### src/rtl/mtr_drv_pkg.sv
// Shared types and constants for the motor PWM driver.
// Speed is 11-bit two's complement and duty is 11-bit unsigned.
package mtr_drv_pkg;

    typedef logic signed [10:0] spd_t;
    typedef logic [10:0]        duty_t;

    localparam duty_t DUTY_ZERO  = 11'h400;
    localparam int    PWM_PERIOD = 2048;

    // Adding 0x400 modulo 2^11 is the same as flipping the sign bit.
    function automatic duty_t spd_to_duty(input spd_t spd);
        return {~spd[10], spd[9:0]};
    endfunction

endpackage

### src/rtl/pwm11_pair.sv
// One H-bridge channel: a shadow duty register loaded once per period,
// forward/reverse compares with dead-time, and registered leg drives.
module pwm11_pair
    import mtr_drv_pkg::*;
#(
    parameter int NONOVERLAP = 32
) (
    input  logic  clk,
    input  logic  rst_n,
    input  duty_t cnt,
    input  logic  wrap,
    input  logic  en,
    input  duty_t duty_in,
    output logic  pwm1,
    output logic  pwm2
);

    localparam duty_t       NOV     = duty_t'(NONOVERLAP);
    localparam logic [11:0] NOV_EXT = 12'(NONOVERLAP);

    duty_t       duty_q;
    duty_t       duty_d;
    logic        pwm1_q;
    logic        pwm1_d;
    logic        pwm2_q;
    logic        pwm2_d;
    logic [11:0] rev_start;

    always_comb begin
        duty_d = duty_q;
        if (wrap) begin
            duty_d = en ? duty_in : DUTY_ZERO;
        end
        // A 12-bit start keeps the reverse leg off when its window would begin past the period end.
        rev_start = {1'b0, duty_q} + NOV_EXT;
        pwm1_d    = en && (cnt >= NOV) && (cnt < duty_q);
        pwm2_d    = en && ({1'b0, cnt} >= rev_start);
    end

    always_ff @(posedge clk or negedge rst_n) begin
        if (!rst_n) begin
            duty_q <= DUTY_ZERO;
            pwm1_q <= 1'b0;
            pwm2_q <= 1'b0;
        end else begin
            duty_q <= duty_d;
            pwm1_q <= pwm1_d;
            pwm2_q <= pwm2_d;
        end
    end

    assign pwm1 = pwm1_q;
    assign pwm2 = pwm2_q;

endmodule

### src/rtl/mtr_pwm_drv.sv
// Dual-motor complementary PWM driver with a shared period counter.
// It maps the signed PID speeds to duties and drives two pwm11_pair channels.
module mtr_pwm_drv
    import mtr_drv_pkg::*;
#(
    parameter int NONOVERLAP = 32,
    parameter int CNT_W      = 11
) (
    input  logic clk,
    input  logic rst_n,
    input  logic en,
    input  spd_t lft_spd,
    input  spd_t rght_spd,
    output logic lftPWM1,
    output logic lftPWM2,
    output logic rghtPWM1,
    output logic rghtPWM2,
    output logic prd_strb
);

    logic [CNT_W-1:0] cnt_q;
    logic [CNT_W-1:0] cnt_d;
    logic             wrap;
    logic             prd_strb_q;
    logic             prd_strb_d;
    duty_t            lft_duty;
    duty_t            rght_duty;

    // The strobe is registered from the last count so it lines up with cnt==0.
    always_comb begin
        cnt_d      = cnt_q + 1'b1;
        wrap       = (cnt_q == CNT_W'(PWM_PERIOD - 1));
        prd_strb_d = wrap;
        lft_duty   = spd_to_duty(lft_spd);
        rght_duty  = spd_to_duty(rght_spd);
    end

    always_ff @(posedge clk or negedge rst_n) begin
        if (!rst_n) begin
            cnt_q      <= '0;
            prd_strb_q <= 1'b0;
        end else begin
            cnt_q      <= cnt_d;
            prd_strb_q <= prd_strb_d;
        end
    end

    assign prd_strb = prd_strb_q;

    pwm11_pair #(
        .NONOVERLAP(NONOVERLAP)
    ) u_lft (
        .clk    (clk),
        .rst_n  (rst_n),
        .cnt    (cnt_q),
        .wrap   (wrap),
        .en     (en),
        .duty_in(lft_duty),
        .pwm1   (lftPWM1),
        .pwm2   (lftPWM2)
    );

    pwm11_pair #(
        .NONOVERLAP(NONOVERLAP)
    ) u_rght (
        .clk    (clk),
        .rst_n  (rst_n),
        .cnt    (cnt_q),
        .wrap   (wrap),
        .en     (en),
        .duty_in(rght_duty),
        .pwm1   (rghtPWM1),
        .pwm2   (rghtPWM2)
    );

endmodule

### config.mk
export PLATFORM = sky130hd
export DESIGN_NAME = mtr_pwm_drv
export DESIGN_NICKNAME = d
export VERILOG_FILES = /design/src/rtl/mtr_drv_pkg.sv /design/src/rtl/pwm11_pair.sv /design/src/rtl/mtr_pwm_drv.sv
export SDC_FILE = /design/constraint.sdc
export NUM_CORES = 1
export LEC_CHECK = 0
export BUFFER_PORTS_ARGS = -buffer_cell sky130_fd_sc_hd__buf_2
export CAP_MARGIN = 20
export CELL_PAD_IN_SITES_DETAIL_PLACEMENT = 0
export CELL_PAD_IN_SITES_GLOBAL_PLACEMENT = 1
export CORE_ASPECT_RATIO = 0.7
export CORE_MARGIN = 1
export CORE_UTILIZATION = 40
export CTS_CLUSTER_DIAMETER = 40
export CTS_CLUSTER_SIZE = 16
export DETAILED_ROUTE_END_ITERATION = 10
export PLACE_DENSITY_LB_ADDON = 0.1
export SYNTH_ARGS = -nofsm -noshare
export SYNTH_HDL_FRONTEND = slang
export SYNTH_HIERARCHICAL = 1
export SYNTH_SLANG_ARGS = --single-unit
### constraint.sdc
create_clock -name clk -period 2 [get_ports clk]
set_clock_uncertainty 0.1 [all_clocks]
set_input_delay 0.4 -clock clk [delete_from_list [all_inputs] [get_ports clk]]
set_output_delay 0.4 -clock clk [all_outputs]
set_load 0.03 [all_outputs]
==> results_dict.tcl, run 1 <==
set metrics [dict create \
    pwr-share-comb 0.042 \
    layout-drive-gt1-share 0.215 \
    leakagePower_nw 1.59 \
    area_growth_pct 19.6 \
    die_w_microns 96.4 \
    syn_inst 270 \
    vias_per_cell 5.05 \
    grt_max_degree 39 \
    muxShareOfSynthArea 0 \
    clk_pin_slew_ps 80 \
    die_h_microns 68.1 \
    async_reset_ff_frac 1.00 \
    power_mw 1.52 \
    syn_area_per_cell_sq_um 9.24 \
    routedWlPerCell_microns 14.2 \
    cts_tree "yes" \
    ys.flop_type "dfrtp_1" \
    ff_latch_area_sq_um 956 \
    max-cap-violations 0 \
    synth_edf_count 0 \
    core_sq_um 5870 \
    reg2reg_depth 8 \
    dp.final_hpwl_microns 4210 \
    synth-simple-area-share 0.179 \
    endpoint_kind "flop" \
    setup_viol 0 \
    numCtsBuffers 5 \
    wl_microns 5570 \
    grt_pass1_wl_microns 9280 \
    rows 23 \
    placed_area_sq_um 2860 \
    period_share 0.959 \
    p_int_mw 1.19 \
    first_iter_violations 106 \
    r2r_start "u_lft/duty_q[6]" \
    ys_warn_count 6 \
    synth-compound-area-share 0.129 \
    synth.area.top_cells "dfrtp_1, ha_1, o21ai_0" \
    clkPwrFrac 0.450 \
    synth.largest_area_cell "dfrtp_1" \
    syn_area_sq_um 2490 \
    vias 1980 \
    rsz0062_at_grt "true" \
    ant_nets 0 \
    synth.distinct_cells 28 \
    grt.overflow.total 0 \
    clock_path_buffers 2 \
    dieArea_sq_um 6560 \
    finalHoldViolCount 0 \
    start_util 0.425 \
    drt_first_pass_iters 4 \
    seq_power_share 0.508 \
    routabilityCongestion 0.766 \
    fill_cells 588 \
    htreeDepth 2 \
    hold_path.class "in2async" \
    path_max_fanout 4 \
    setup.worst_path.class "reg2reg" \
    p_per_area_nw_per_um2 508 \
    synth_top_family_by_area "adder cells" \
    r2r_slack_ps 80 \
    synth_top_area_frac 0.361 \
    drc_errors 0 \
    synth_seq_cells 38 \
    ios 30 \
    post-route-cell-area_sq_um 2980 \
    worstReg2RegEnd "u_lft/pwm2" \
    clock_latency_ps 290 \
    cts_hold_buffers 0 \
    peakVddDrop_uv 307 \
    critPathArrivalTime_ps 1980 \
    max_freq_mhz 522 \
    grt_util_all_layers 0.191 \
    io_buffers 29 \
    antenna_found_initial 0 \
    status "completed" \
    grt_pass1_vias 1903 \
    tightest_slew_ps 526 \
    antenna_cells 0 \
    relSlewSlack 0.649 \
    final-max-slew-violation-count 0 \
    switching_power_uw 322 \
    switching_share 0.212 \
    cts.sinks 38 \
    synth_fa_ha_area_frac 0.186 \
    cts_root_buf "clkbuf_8" \
    start_kind "flop" \
    yosysSeqAreaShare 0.382 \
    fin_nets 379 \
    multi_input_area_sq_um 1390 \
    fin_crit_ps 1920 \
    synthTopCellsByCount "ha_1, inv_1, dfrtp_1, o21ai_0, nand3_1" \
    syn_nets 332 \
    required_ps 2060 \
    synth_xor_area_frac 0.0597 \
]
-- registers in the layout, summed over array words and instances (netlist names) --
name / flops
prd_strb: 1
u_lft/pwm1: 1
u_lft/duty_q: 11
u_rght/pwm1: 1
cnt_q: 11
u_lft/pwm2: 1
u_rght/pwm2: 1
u_rght/duty_q: 11
-- how the worst max path moves through the flow --
stage	from	endpoint	slack [ps]	depth (start not counted)
floorplan	cnt_q[0]	u_lft/duty_q[10]	140	7
global placement	u_rght/duty_q[10]	u_rght/pwm1	130	5
detailed placement	u_lft/duty_q[5]	u_lft/pwm2	80	8
CTS	u_lft/duty_q[5]	u_lft/pwm2	70	8
global route	u_lft/duty_q[6]	u_lft/pwm2	-20	8
finish	u_lft/duty_q[6]	u_lft/pwm2	80	8
-- routing by layer --
layer / GRT usage / share of wire
met5: 0 / 0
met4: 0.0460 / 0.0040
met3: 0.0411 / 0.038
met2: 0.277 / 0.41
met1: 0.287 / 0.55
-- layout make-up --
| cell class | instances | share of cell area |
|---|---|---|
| Tap cell | 75 | 0.0314 |
| Inverter | 37 | 0.0465 |
| Multi-Input combinational cell | 189 | 0.464 |
| Clock inverter | 1 | 0.0101 |
| Clock buffer | 6 | 0.0277 |
| Sequential cell | 38 | 0.320 |
| Timing Repair Buffer | 46 | 0.0998 |
-- cells in the final DEF (no fill, tap or decap), types with 5 or more instances in the layout --
cell type,count
o21ai_0,34
nor2_1,12
nand2_1,11
dfrtp_1,34
nor3_1,5
buf_2,29
ha_1,35
clkbuf_8,6
nand3_1,32
inv_1,37
xnor2_1,12
xor2_1,5
nor2b_1,6
buf_4,15
a21oi_1,10
-- critical path, cell delays in order (launching register included) --
cell	delay (ps)
dfrtp_1	420
ha_2	210
nand3_1	110
xnor2_1	190
ha_1	270
a21oi_1	150
o22ai_1	90
o21ai_0	140
o21ai_0	110
-- power by group through the flow --
stage	Clock, mW	Sequential [mW]	Combinational [mW]
detailed placement	0	0.785	0.0650
finish	0.683	0.770	0.0633
floorplan	0	0.790	0.0102
global placement	0	0.785	0.0655
global route	0.728	0.771	0.0718
CTS	0.700	0.770	0.0652
-- per-stage QoR --
step,hold slack [ps],utilization,TNS [ps],cells,setup WS (ps)
after floorplan,4.41,-,0,270,143
after detailed placement,386,0.487,0,384,78.2
final,62.0,0.508,0,392,82.5
after global routing,111,0.508,-16.9,392,-16.9
after global placement,380,0.487,0,384,133
after CTS,75.0,0.506,0,391,68.9
-- cell families after synthesis --
kind of cell	after synthesis
DFF	38
xor gates and xnor gates	17
AOI/OAI and AO/OA	56
buffers and inverters	43
adders and majority gates	37
and+or+nand+nor	79
-- timing repair --
action,in CTS,in global routing
gates resized for setup,0,4
setup buffers,0,1
setup endpoints to repair,0,2
Power figures use the tool's default switching activity.
==> inputs of run 2 (changes only) <==
--- a/config.mk
+++ b/config.mk
@@ -9,14 +9,13 @@
 export CAP_MARGIN = 20
 export CELL_PAD_IN_SITES_DETAIL_PLACEMENT = 0
 export CELL_PAD_IN_SITES_GLOBAL_PLACEMENT = 1
-export CORE_ASPECT_RATIO = 0.7
+export CORE_ASPECT_RATIO = 1.25
 export CORE_MARGIN = 1
-export CORE_UTILIZATION = 40
+export CORE_UTILIZATION = 41
 export CTS_CLUSTER_DIAMETER = 40
 export CTS_CLUSTER_SIZE = 16
 export DETAILED_ROUTE_END_ITERATION = 10
 export PLACE_DENSITY_LB_ADDON = 0.1
 export SYNTH_ARGS = -nofsm -noshare
 export SYNTH_HDL_FRONTEND = slang
-export SYNTH_HIERARCHICAL = 1
 export SYNTH_SLANG_ARGS = --single-unit
==> run 2 against run 1 <==
  * The run now ends with negative setup slack left
  * Maximum frequency shrank 5.5%
  * Design area decreased by 1.1%
  * Clock power down 28%
==> results_dict.tcl, run 2 <==
set metrics [dict create \
    post-route-cell-area_sq_um 2950 \
    placed_area_sq_um 2780 \
    setup.worst_path.class "reg2reg" \
    start_util 0.425 \
    final_cell_mix "dfrtp_1, ha_1, nand3_1" \
    r2r_slack_ps -30 \
    required_ps 2110 \
    placement.setup.worst_slack_ps -38.3 \
    clkPwrFrac 0.371 \
    path_max_fanout 2 \
    drc_errors 0 \
    switching_share 0.219 \
    syn_area_per_cell_sq_um 9.72 \
    max_freq_mhz 493 \
    pwr-share-comb 0.048 \
    grt_max_degree 46 \
    grt_pass1_wl_microns 9270 \
    dp.cells 356 \
    drt_first_pass_iters 4 \
    cts_tree "yes" \
    async_reset_ff_frac 1.00 \
    p_per_area_nw_per_um2 450 \
    vias_per_cell 5.30 \
    ios 30 \
    final_common_cell "dfrtp_1" \
    die_h_microns 88.8 \
    rsz0062_at_grt "true" \
    clk_pin_slew_ps 70 \
    grt_util_all_layers 0.193 \
    die_w_microns 71.4 \
    routabilityCongestion 0.795 \
    yosysSeqAreaShare 0.386 \
    fin_nets 363 \
    fin_tns_setup_ps -30.0 \
    endpoint_kind "flop" \
    critPathArrivalTime_ps 2140 \
    layout-drive-gt1-share 0.223 \
    rows 31 \
    power_mw 1.33 \
    p_int_mw 1.04 \
    clock_path_buffers 2 \
    setup_viol 1 \
    fin_crit_ps 2030 \
    synth_top_area_frac 0.365 \
    tightest_slew_ps 484 \
    cts.sinks 38 \
    antenna_found_initial 0 \
    final-max-slew-violation-count 0 \
    finalHoldViolCount 0 \
    worstReg2RegEnd "u_lft.pwm2" \
    cpMaxStageDelayCell "or4_1" \
    area_growth_pct 19.5 \
    endpoint "u_lft.pwm2" \
    clock_latency_ps 280 \
    syn_area_sq_um 2470 \
    r2r_start "u_lft.duty_q[5]" \
    dp.final_hpwl_microns 4260 \
    violations "negative setup slack" \
    cts_root_buf "clkbuf_8" \
    period_share 1.02 \
    seq_power_share 0.580 \
    io_buffers 29 \
    grt_pass1_vias 1888 \
    switching_power_uw 291 \
    htreeDepth 2 \
    peakVddDrop_uv 252 \
    reg_top3 "cnt_q (11), u_lft.duty_q (11), u_rght.duty_q (11)" \
    synth.area.top_cells "dfrtp_1, ha_1, nand3_1" \
    worst_path_largest_cell_delay_ps 460 \
    synth_seq_cells 38 \
    synth.largest_area_cell "dfrtp_1" \
    ys_warn_count 0 \
    ys.flop_type "dfrtp_1" \
    finalNonFillerCells 366 \
    status "finished, violations left" \
    routedWlPerCell_microns 14.9 \
    relSlewSlack 0.677 \
    grt.overflow.total 0 \
    leakagePower_nw 1.55 \
    ant_nets 0 \
    hold_path.class "in2reg" \
    critPathLaunch "u_lft.duty_q[5]" \
    fin_ws_ps -30.0 \
    yosysMostFrequentCell "ha_1" \
    syn_nets 317 \
    max-cap-violations 0 \
    antenna_cells 0 \
    reg2reg_depth 7 \
    synth.distinct_cells 37 \
    first_iter_violations 81 \
    start_kind "flop" \
    synth_edf_count 0 \
    syn_inst 254 \
    dieArea_sq_um 6340 \
    core_sq_um 5820 \
    wl_microns 5450 \
    cp_cell_sequence "ha_2 > xnor2_1 > ha_1 > and4b_1 > o21ai_1 > or4_1 > a31oi_1" \
    vias 1939 \
    synthTopCellsByCount "ha_1, dfrtp_1, nand3_1, inv_1, o21ai_0" \
    numCtsBuffers 5 \
]
run 2: cell count changes after synthesis, sizes merged, moves of 4 or more:
cell | previous run | this run
a21o | 0 | 4
o21ai | 34 | 29
nand4 | 0 | 5
nand2 | 11 | 7
buf | 0 | 5
inv | 37 | 26
and3 | 0 | 4
clkbuf | 6 | 2
run 2: per-layer routing:
layer  track usage  wire length [microns]  share of wire  vias up
li1              -                      -              -      997
met5             0                      0              0        -
met3        0.0285                    112          0.021        4
met2         0.337                   2780           0.51       26
met1         0.245                   2510           0.46      912
met4        0.0618                     54         0.0099        0
run 2: power by group through the flow:
stage               combinational [mW]  sequential [mW]  clock [mW]
global placement                0.0643            0.785           0
finish                          0.0643            0.771       0.493
detailed placement              0.0649            0.785           0
CTS                             0.0666            0.770       0.524
global route                    0.0729            0.770       0.548
floorplan                       0.0108            0.790           0
run 2: how the worst min path moves through the flow:
stage	from	to	slack [ps]	cells after the start
6_report	lft_spd[10]	u_lft.duty_q[10]	160	2
5_1_grt	lft_spd[10]	u_lft.duty_q[10]	170	2
4_1_cts	rght_spd[10]	u_rght.duty_q[10]	150	2
3_5_place_dp	rst_n	u_rght.duty_q[7]	290	1
3_3_place_gp	rst_n	u_rght.duty_q[7]	290	1
2_1_floorplan	rst_n	cnt_q[0]	4	0
run 2: cells by family (layout without fill, tap and decap cells):
kind of cell               Yosys count  count (layout)  share of synthesized area
AOI/OAI and AO/OA                   57              57                      0.144
xor gates and xnor gates            17              17                     0.0603
adders and majority gates           38              38                      0.193
buffers and inverters               33              79                     0.0593
DFF                                 38              38                      0.386
and+or+nand+nor                     71              71                      0.158
run 2: layout make-up:
type                       count  area, sq um
clock buffer                   7         76.3
fill                         556         2870
inverter                      26         97.6
multi-input combinational    183         1440
sequential                    38          953
tap                           66         82.6
timing repair buffer          46          300
run 2: through the flow:
stage / hold slack, ps / util
floorplan: 4.41 / -
global placement: 289 / 0.478
detailed placement: 293 / 0.478
CTS: 151 / 0.495
global route: 167 / 0.507
finish: 162 / 0.507
run 2: repair_timing:
item                                    in CTS  in global routing
hold endpoints to repair                    16                  0
buffers inserted                             0                  2
resized for setup                            2                  8
hold buffers                                 1                  0
endpoints found under the setup margin       1                  6
pin swaps                                    0                  3
run 2: critical path: cells and delay by family (launching register included):
kind / cells / cell delay [ps]
compound gates: 2 / 190
flops: 1 / 400
xor+xnor: 1 / 120
fa+ha+maj: 2 / 490
simple gates: 2 / 660
==> inputs of run 3 (changes only) <==
--- a/config.mk
+++ b/config.mk
@@ -5,16 +5,18 @@
 export SDC_FILE = /design/constraint.sdc
 export NUM_CORES = 1
 export LEC_CHECK = 0
+export ABC_AREA = 1
 export BUFFER_PORTS_ARGS = -buffer_cell sky130_fd_sc_hd__buf_2
 export CAP_MARGIN = 20
 export CELL_PAD_IN_SITES_DETAIL_PLACEMENT = 0
 export CELL_PAD_IN_SITES_GLOBAL_PLACEMENT = 1
 export CORE_ASPECT_RATIO = 1.25
 export CORE_MARGIN = 1
-export CORE_UTILIZATION = 41
+export CORE_UTILIZATION = 40
 export CTS_CLUSTER_DIAMETER = 40
 export CTS_CLUSTER_SIZE = 16
 export DETAILED_ROUTE_END_ITERATION = 10
+export GPL_ROUTABILITY_DRIVEN = 0
 export PLACE_DENSITY_LB_ADDON = 0.1
 export SYNTH_ARGS = -nofsm -noshare
 export SYNTH_HDL_FRONTEND = slang
==> run 3 against run 2 <==
  * Worst hold slack improved by 73 ps
  * Design area rose by 10%
  * Die area rose by 15%
  * Clock-buffer cell count did not move
  * Synthesized cell count rose by 35%
  * Wire length rose by 5.8%
  * Maximum frequency rose by 11%
  * The flow now finishes without violations
  * Clock power rose by 32%
  * Critical path depth rose by 3
  * Largest cell class unchanged
  * Highest routed layer unchanged
  * Synthesized area rose by 12%
==> results_dict.tcl, run 3 <==
set metrics [dict create \
    antenna_cells 0 \
    ant_nets 0 \
    reg_top3 "cnt_q (11), u_lft.duty_q (11), u_rght.duty_q (11)" \
    ys.flop_type "dfrtp_1" \
    period_share 0.913 \
    antenna_found_initial 0 \
    pwr-share-comb 0.053 \
    p_per_area_nw_per_um2 462 \
    synth.largest_area_cell "dfrtp_1" \
    cts.sinks 38 \
    numCtsBuffers 5 \
    rsz0062_at_grt "false" \
    path_buf_inv 1 \
    syn_inst 342 \
    area_growth_pct 17.0 \
    switching_share 0.218 \
    cts_tree "yes" \
    die_w_microns 76.5 \
    reg2reg_depth 10 \
    async_reset_ff_frac 1.00 \
    clk_pin_slew_ps 80 \
    die_h_microns 95.2 \
    post-route-cell-area_sq_um 3250 \
    layout-drive-gt1-share 0.232 \
    syn_area_per_cell_sq_um 8.12 \
    synth.area.top_cells "dfrtp_1, ha_1, nand2_1" \
    syn_nets 405 \
    grt.overflow.total 0 \
    drc_errors 0 \
    clock_latency_ps 290 \
    routedWlPerCell_microns 12.1 \
    wl_microns 5770 \
    worst_path_largest_cell_delay_ps 410 \
    synth_edf_count 0 \
    grt_pass1_wl_microns 10100 \
    hold_path.class "in2reg" \
    synthTopCellsByCount "nand2_1, inv_1, ha_1, dfrtp_1, o21ai_2" \
    endpoint_kind "flop" \
    yosysMostFrequentCell "nand2_1" \
    synth.distinct_cells 24 \
    cts_root_buf "clkbuf_8" \
    p_int_mw 1.17 \
    critPathArrivalTime_ps 1940 \
    relSlewSlack 0.679 \
    drt_first_pass_iters 6 \
    rows 33 \
    clock_path_buffers 2 \
    start_util 0.418 \
    vias 2181 \
    finalNonFillerCells 475 \
    setup.worst_path.class "reg2reg" \
    path_max_fanout 5 \
    vias_per_cell 4.59 \
    path_delay_family "adder cells" \
    fill_cells 680 \
    fin_nets 450 \
    setup_viol 0 \
    start_kind "flop" \
    leakagePower_nw 1.89 \
    max_freq_mhz 548 \
    first_iter_violations 63 \
    grt_max_degree 25 \
    htreeDepth 2 \
    clkPwrFrac 0.434 \
    grt_pass1_vias 2175 \
    placed_area_sq_um 3090 \
    fin_tns_setup_ps 0 \
    final-max-slew-violation-count 0 \
    tightest_slew_ps 482 \
    io_buffers 29 \
    utilization 0.489 \
    final_cell_mix "nand2_1, inv_1, ha_1" \
    switching_power_uw 327 \
    final_common_cell "nand2_1" \
    synth_top_area_frac 0.324 \
    ys_warn_count 0 \
    grt_util_all_layers 0.179 \
    whs_ps 235 \
    ios 30 \
    finalHoldViolCount 0 \
    cp_cell_sequence "ha_1 > nand3_1 > xor2_1 > ha_1 > nand3_1 > nor2_1 > nand2_1 > nand2_1 > inv_1 > a21oi_1" \
    dieArea_sq_um 7280 \
    max-cap-violations 0 \
    required_ps 2110 \
    hold_path_depth 4 \
    core_sq_um 6650 \
    dp.cells 464 \
    synth_seq_cells 38 \
    dp.final_hpwl_microns 4620 \
    fin_crit_ps 1830 \
    cpMaxStageDelayCell "dfrtp_2" \
    status "completed" \
    critical_path_depth 10 \
    syn_area_sq_um 2780 \
    peakVddDrop_uv 327 \
    seq_power_share 0.513 \
    yosysSeqAreaShare 0.343 \
]
[run 3: final timing paths]
path / from / end / slack, ps
min in group asynchronous: rst_n / u_rght.duty_q[9] / 500
hold / removal: rght_spd[10] / u_rght.duty_q[10] / 240
setup reg to reg: u_lft.duty_q[5] / u_lft.pwm2 / 170
setup / recovery: u_lft.duty_q[5] / u_lft.pwm2 / 170
max in group asynchronous: rst_n / u_lft.duty_q[10] / 740
hold reg to reg: u_rght.duty_q[4] / u_rght.duty_q[4] / 390
[run 3: timing repair]
item	CTS	global route
hold buffers	1	0
resized for setup	0	9
hold endpoints to repair	18	0
setup endpoints to repair	0	2
buffers inserted	0	2
[run 3: final cells by class]
class,instances,area [sq um],area share
Multi-Input combinational cell,242,1580,0.487
Sequential cell,38,957,0.295
Timing Repair Buffer,44,285,0.0878
Inverter,56,210,0.0647
Tap cell,87,109,0.0335
Clock buffer,7,76.3,0.0235
Clock inverter,1,30.0,0.00924
[run 3: cell families (layout without fill, tap and decap cells)]
| kind of cell | after synthesis | after routing | share of synthesized area |
|---|---|---|---|
| AOI/OAI and AO/OA | 44 | 44 | 0.111 |
| xor gates and xnor gates | 17 | 17 | 0.0536 |
| adders and majority gates | 38 | 38 | 0.171 |
| buffers and inverters | 62 | 108 | 0.0946 |
| DFF | 38 | 38 | 0.343 |
| and+or+nand+nor | 143 | 143 | 0.227 |
[run 3: power groups by stage]
stage	sequential (mW)	combinational (mW)	clock (mW)
after floorplan	0.790	0.0224	0
after detailed placement	0.785	0.0821	0
after CTS	0.770	0.0837	0.678
after global placement	0.785	0.0811	0
final	0.770	0.0795	0.650
after global routing	0.770	0.0911	0.699
[run 3: layer usage]
metal,part of all wire,wire [microns],vias up,global-route usage
met5,0,0,-,0
met4,0.0094,54,0,0.0529
met3,0.021,119,4,0.0268
met2,0.49,2800,23,0.322
met1,0.48,2790,974,0.223
li1,-,-,1180,-
[run 3: per-stage QoR]
stage / power [mW] / setup WS [ps]
final: 1.50 / 174
after floorplan: 0.812 / 285
after global routing: 1.56 / 3.04
after CTS: 1.53 / 110
after global placement: 0.866 / 185
after detailed placement: 0.867 / 137
[run 3: worst reg2reg max path: cells and delay by family (launching register included)]
family	cells	cell delay [ps]
fa+ha+maj	2	480
simple gates	5	450
flops	1	410
xor+xnor	1	170
compound gates	1	100
buf+inv	1	30
